File: config.mk
export PLATFORM = sky130hd
export DESIGN_NAME = axi_memory_read_slave
export DESIGN_NICKNAME = d
export VERILOG_FILES = /design/src/rtl/axi_memory_globals_pkg.sv /design/src/rtl/axi_memory_burst_addr_gen.sv /design/src/rtl/axi_memory_read_slave.sv
export SDC_FILE = /design/constraint.sdc
export NUM_CORES = 1
export LEC_CHECK = 0
export ABC_AREA = 1
export BUFFER_PORTS_ARGS = -buffer_cell sky130_fd_sc_hd__buf_4
export CORE_ASPECT_RATIO = 0.75
export CORE_MARGIN = 3
export CORE_UTILIZATION = 53
export DETAILED_ROUTE_END_ITERATION = 16
export GPL_ROUTABILITY_DRIVEN = 1
export PLACE_DENSITY = 0.78
export RECOVER_POWER = 25
export SKIP_LAST_GASP = 1
export SLEW_MARGIN = 20
export SYNTH_ARGS = -nofsm -noshare
export SYNTH_HDL_FRONTEND = slang
export SYNTH_SLANG_ARGS = --single-unit
File: constraint.sdc
create_clock -name clk -period 4.8 [get_ports clk]
set_input_delay 0.96 -clock clk [delete_from_list [all_inputs] [get_ports clk]]
set_output_delay 0.96 -clock clk [all_outputs]
set_load 0.01 [all_outputs]
File: src/rtl/axi_memory_globals_pkg.sv
// Shared state, burst and response types for the AXI memory model read/write slaves.
package axi_memory_globals_pkg;

  typedef enum logic [1:0] {
    aridle,
    arstart,
    arreadys
  } arstate_type;

  typedef enum logic [2:0] {
    ridle,
    rstart,
    rwait,
    rvalids,
    rerror
  } rstate_type;

  typedef enum logic [1:0] {
    BURST_FIXED = 2'b00,
    BURST_INCR  = 2'b01,
    BURST_WRAP  = 2'b10,
    BURST_RSVD  = 2'b11
  } burst_type;

  localparam logic [1:0] RESP_OKAY   = 2'b00;
  localparam logic [1:0] RESP_SLVERR = 2'b10;

endpackage

File: src/rtl/axi_memory_burst_addr_gen.sv
// Combinational next-beat address (FIXED/INCR/WRAP) and per-beat error detection.
module axi_memory_burst_addr_gen
  import axi_memory_globals_pkg::*;
#(
  parameter int ADDR_WIDTH = 32,
  parameter int DATA_WIDTH = 32,
  parameter int MEM_DEPTH  = 128
) (
  input  logic [ADDR_WIDTH-1:0] cur_addr,
  input  logic [2:0]            arsize,
  input  logic [7:0]            arlen,
  input  logic [1:0]            arburst,
  output logic [ADDR_WIDTH-1:0] next_addr,
  output logic                  beat_err
);

  localparam int unsigned NB_LOG2 = $clog2(DATA_WIDTH / 8);

  logic [ADDR_WIDTH-1:0] step;
  logic [ADDR_WIDTH-1:0] total;
  logic [ADDR_WIDTH-1:0] base;
  logic [ADDR_WIDTH-1:0] incr;
  logic [ADDR_WIDTH-1:0] word_idx;
  logic                  wrap_len_ok;
  logic                  burst_err;

  always_comb begin
    step        = ADDR_WIDTH'(1) << arsize;
    total       = (ADDR_WIDTH'(arlen) + ADDR_WIDTH'(1)) << arsize;
    base        = cur_addr & ~(total - ADDR_WIDTH'(1));
    incr        = cur_addr + step;
    word_idx    = cur_addr >> NB_LOG2;
    wrap_len_ok = arlen inside {8'd1, 8'd3, 8'd7, 8'd15};
    // Burst-level faults poison every beat; range faults only the beats past the end.
    burst_err   = (arburst == BURST_RSVD) || (arsize > 3'(NB_LOG2)) ||
                  ((arburst == BURST_WRAP) && !wrap_len_ok);
    beat_err    = burst_err || (word_idx >= ADDR_WIDTH'(MEM_DEPTH));

    next_addr = cur_addr;
    case (burst_type'(arburst))
      BURST_INCR: next_addr = incr;
      BURST_WRAP: next_addr = (incr == base + total) ? base : incr;
      default:    next_addr = cur_addr;
    endcase
  end

endmodule

File: src/rtl/axi_memory_read_slave.sv
// AXI4 read-path slave: one burst at a time, 1-cycle-latency memory port, OKAY/SLVERR beats.
module axi_memory_read_slave
  import axi_memory_globals_pkg::*;
#(
  parameter int ADDR_WIDTH = 32,
  parameter int DATA_WIDTH = 32,
  parameter int ID_WIDTH   = 4,
  parameter int MEM_DEPTH  = 128
) (
  input  logic                         clk,
  input  logic                         rst,
  input  logic [ID_WIDTH-1:0]          arid,
  input  logic [ADDR_WIDTH-1:0]        araddr,
  input  logic [7:0]                   arlen,
  input  logic [2:0]                   arsize,
  input  logic [1:0]                   arburst,
  input  logic                         arvalid,
  output logic                         arready,
  output logic [ID_WIDTH-1:0]          rid,
  output logic [DATA_WIDTH-1:0]        rdata,
  output logic [1:0]                   rresp,
  output logic                         rlast,
  output logic                         rvalid,
  input  logic                         rready,
  output logic                         mem_rd_en,
  output logic [$clog2(MEM_DEPTH)-1:0] mem_rd_addr,
  input  logic [DATA_WIDTH-1:0]        mem_rd_data
);

  localparam int unsigned NB_LOG2 = $clog2(DATA_WIDTH / 8);
  localparam int unsigned MAW     = $clog2(MEM_DEPTH);

  arstate_type           ar_state;
  rstate_type            r_state;
  logic [ADDR_WIDTH-1:0] cur_addr;
  logic [ADDR_WIDTH-1:0] next_addr;
  logic [7:0]            len_q;
  logic [7:0]            beat_cnt;
  logic [2:0]            size_q;
  logic [1:0]            burst_q;
  logic                  beat_err;

  axi_memory_burst_addr_gen #(
    .ADDR_WIDTH(ADDR_WIDTH),
    .DATA_WIDTH(DATA_WIDTH),
    .MEM_DEPTH (MEM_DEPTH)
  ) u_addr_gen (
    .cur_addr (cur_addr),
    .arsize   (size_q),
    .arlen    (len_q),
    .arburst  (burst_q),
    .next_addr(next_addr),
    .beat_err (beat_err)
  );

  // Decoded from registered state so the read lands in rwait, one cycle after rstart.
  assign mem_rd_en   = (r_state == rstart) && !beat_err;
  assign mem_rd_addr = mem_rd_en ? cur_addr[NB_LOG2 +: MAW] : '0;

  always_ff @(posedge clk) begin
    if (rst) begin
      ar_state <= aridle;
      r_state  <= ridle;
      arready  <= 1'b0;
      rvalid   <= 1'b0;
      rlast    <= 1'b0;
      rdata    <= '0;
      rresp    <= '0;
      rid      <= '0;
      cur_addr <= '0;
      beat_cnt <= '0;
      len_q    <= '0;
      size_q   <= '0;
      burst_q  <= '0;
    end else begin
      case (ar_state)
        aridle: begin
          if (arvalid && (r_state == ridle)) begin
            ar_state <= arstart;
            arready  <= 1'b1;
          end
        end
        arstart: begin
          if (arvalid) begin
            rid      <= arid;
            len_q    <= arlen;
            size_q   <= arsize;
            burst_q  <= arburst;
            arready  <= 1'b0;
            ar_state <= arreadys;
          end
        end
        arreadys: begin
          if (rvalid && rready && rlast) ar_state <= aridle;
        end
        default: ar_state <= aridle;
      endcase

      case (r_state)
        ridle: begin
          if ((ar_state == arstart) && arvalid) begin
            cur_addr <= araddr;
            beat_cnt <= '0;
            r_state  <= rstart;
          end
        end
        rstart: begin
          if (beat_err) begin
            rvalid  <= 1'b1;
            rdata   <= '0;
            rresp   <= RESP_SLVERR;
            rlast   <= (beat_cnt == len_q);
            r_state <= rerror;
          end else begin
            r_state <= rwait;
          end
        end
        rwait: begin
          rdata   <= mem_rd_data;
          rvalid  <= 1'b1;
          rresp   <= RESP_OKAY;
          rlast   <= (beat_cnt == len_q);
          r_state <= rvalids;
        end
        rvalids, rerror: begin
          if (rready) begin
            rvalid <= 1'b0;
            rlast  <= 1'b0;
            if (rlast) begin
              r_state <= ridle;
            end else begin
              cur_addr <= next_addr;
              beat_cnt <= beat_cnt + 8'd1;
              r_state  <= rstart;
            end
          end
        end
        default: r_state <= ridle;
      endcase
    end
  end

endmodule
==> summary.txt <==
Timing
  • RSZ-0062 raised after global routing: true
  • Fin. max-slew vios: 0
  • # setup viols final: 32
  • Clock skew: 0.00762 ns
  • Setup WS post-layout: -0.306 ns
  • Fmax: 196 MHz
  • Final Cycle Share: 106%
  • Fin crit period: 5.11 ns
  • Least-Margin Pin Slew: 1.18 ns
  • Hold Violations, Final: 0
  • Max-slew headroom: 21.5%
  • Post-Route Setup TNS: -7.26 ns

Power and ir drop
  • Pwr Density: 472 mW/mm²
  • Leak pwr: 0.00528 µW
  • VDD IR max: 0.279 mV

Logic synthesis
  • Synth Flop Type: dfxtp_1
  • Synth top area share: 23.1%
  • Distinct cell type count after synthesis: 47
  • Sequential cell area fraction in the yosys report: 23.1%
  • Syn Nets: 1547
  • EDFF count, synth: 0
  • Synth Register Bits: 98
  • Ys async rst share: 0%
  • Synth cell count leaders: nand2_1, a21oi_1, inv_1
  • Syn. warnings: 0
  • Synthesized instance count: 1437
  • Most common cell in the netlist: nand2_1
  • Top cells by area, synth: dfxtp_1, nand2_1, a21oi_1
  • Mapped cell area: 0.00850 mm²
  • Mapped Avg Cell Area: 5.92 µm²
  • Post-synth top area cell: dfxtp_1

Global route
  • Initial antenna violation count: 0
  • Global route total overflow: 0
  • First-pass GRT wire length: 49600 µm
  • Tot GR Track Use: 34.3%
  • Largest net degree at the start of global routing: 51
  • Vias in the first global route: 9836

Worst setup path
  • Startpoint types: flop
  • R2r startpoint: len_q[1]
  • CP Class: reg2reg
  • CP peak stage delay: 0.39 ns
  • CP dominant cell by count: nand3_2
  • CP arrival: 5.34 ns
  • Reg2Reg Depth: 37
  • Worst EP required: 5.04 ns
  • Setup crit end kind: flop
  • CP Launch Point: len_q[1]
  • CP max stage cell: dfxtp_4
  • Critical Path Fanout Max: 10

CTS
  • Number of buffers created by CTS: 9
  • Sink Count: 98
  • Worst-Skew Late Latency: 0.35 ns
  • Clock Root Buffer: clkbuf_16
  • Reg clk slew, reported paths: 0.07 ns
  • Hold Buf Count CTS: 0
  • H-tree depth: 3
  • CTS tree: built
  • Max Buffers Root-to-Sink: 2

Placed design
  • Placed Area: 0.0101 mm²
  • PortBufs: 132
  • Pre-CTS setup slack: -0.349 ns
  • Routability cong.: 1.02
  • Hpwl dp: 22400 µm

Floorplanning
  • Die width: 152 µm
  • Die Ht: 116 µm
  • Core area: 0.0155 mm²
  • Die area: 0.0176 mm²
  • Starting Density: 55.0%
  • FP Rows: 39
  • I/O pin count: 134

Routing
  • Post-Route WL: 32500 µm
  • Via density: 5.88
  • DRC: 0
  • Starting DRT DRC Count: 1254
  • Via count: 10900
  • DRT Pass-1 Iters: 7
  • Post-DR wirelength/cell: 17.5 µm
  • Final ANT Viol Nets: 0

Cells and area
  • Post-layout instance area: 0.0114 mm²
  • Final Net Count: 1761
  • Layout area overhead: 34.3%
  • Share of layout cells above drive strength 1: 26.1%
  • N_diodes: 0

Hold path
  • Hold path depth: 2
  • Hold crit path type: reg2reg
  • Hold Startpoint: rdata[17]

Outcome
  • Failing checks: setup timing
  • Status: finished with violations

Flow run
  • Max cap viols: 0
-- what timing repair did --
action	CTS	global route
hold endpoints to repair	0	0
setup buffers	42	14
endpoints found under the setup margin	32	32
pin swaps	46	57
resized for setup	58	84
gates cloned	4	2
-- cells in the final DEF, fill, tap and decap left out, types with 15 or more instances in the layout --
master / instances
xnor2_1: 15
nand4_1: 53
nand2_1: 376
nor3_1: 15
inv_2: 28
a21oi_1: 124
nor2_1: 111
a21oi_2: 19
nand3_2: 32
nand2_2: 34
o21ai_0: 62
clkbuf_1: 22
dfxtp_1: 95
nand3_1: 116
buf_4: 223
ha_1: 17
xor2_1: 35
inv_1: 134
-- stage by stage --
stage | hold slack, ns | std cells | power [µW] | util (%)
floorplan | 0.465 | 1437 | 2960 | -
global placement | 0.448 | 1785 | 3810 | 65.0
detailed placement | 0.454 | 1785 | 3840 | 65.0
CTS | 0.464 | 1846 | 5110 | 71.4
global route | 0.481 | 1861 | 5710 | 73.8
finish | 0.463 | 1861 | 5390 | 73.8
-- critical path: cells and delay by family (launching register included) --
family          cells  cell delay (ns)
buf+inv             8             0.78
fa+ha+maj           3             0.81
xor+xnor            1             0.15
flops               1             0.39
compound gates      2             0.26
simple gates       23             2.58
-- final timing paths --
path                                    end  slack, ns
worst max-delay path            cur_addr[9]      -0.31
worst min-delay path              rdata[17]       0.46
worst max register to register  cur_addr[9]      -0.31
worst min register to register    rdata[17]       0.46
-- layout make-up --
class	count	area [µm²]
multi-input cells	1114	6180
inverters	166	628
well taps	205	256
clock buffers	9	225
repair buffers	262	2060
fillers	1232	4050
flip-flops and latches	98	1970
clock inverters	7	95.1
-- cells by family (layout without fill, tap and decap cells) --
family / count (synthesis) / after routing / share of synthesized area [%]
AND/OR/NAND/NOR: 804 / 804 / 42.7
adder cells (fa/ha/maj): 25 / 25 / 3.77
XOR/XNOR: 51 / 51 / 5.41
other: 1 / 1 / 0.0441
flip-flops: 98 / 98 / 23.1
buffers and inverters: 225 / 444 / 10.4
AO/OA/AOI/OAI: 233 / 233 / 14.6
-- sequential cells by signal (all words and copies together), names as in the netlist --
signal    count
size_q        3
burst_q       2
rdata        32
rvalid        1
ar_state      2
r_state       3
beat_cnt      8
rresp         1
rlast         1
arready       1
len_q         8
cur_addr     32
rid           4
-- per-layer routing --
layer	GRT usage [%]	share of wire [%]	routed length, µm	up-vias
li1	-	-	-	5160
met1	47.1	41	13400	4882
met2	54.3	43	13900	734
met3	7.17	12	3840	163
met4	11.3	4.2	1380	0
met5	0	0	0	-
-- where the power goes --
| part | internal [µW] | switching [µW] | total (µW) |
|---|---|---|---|
| clock | 422 | 364 | 786 |
| sequential | 964 | 217 | 1180 |
| combinational | 1320 | 2100 | 3420 |
| total | 2710 | 2680 | 5390 |
No activity file was read; power rests on OpenSTA's default activity.
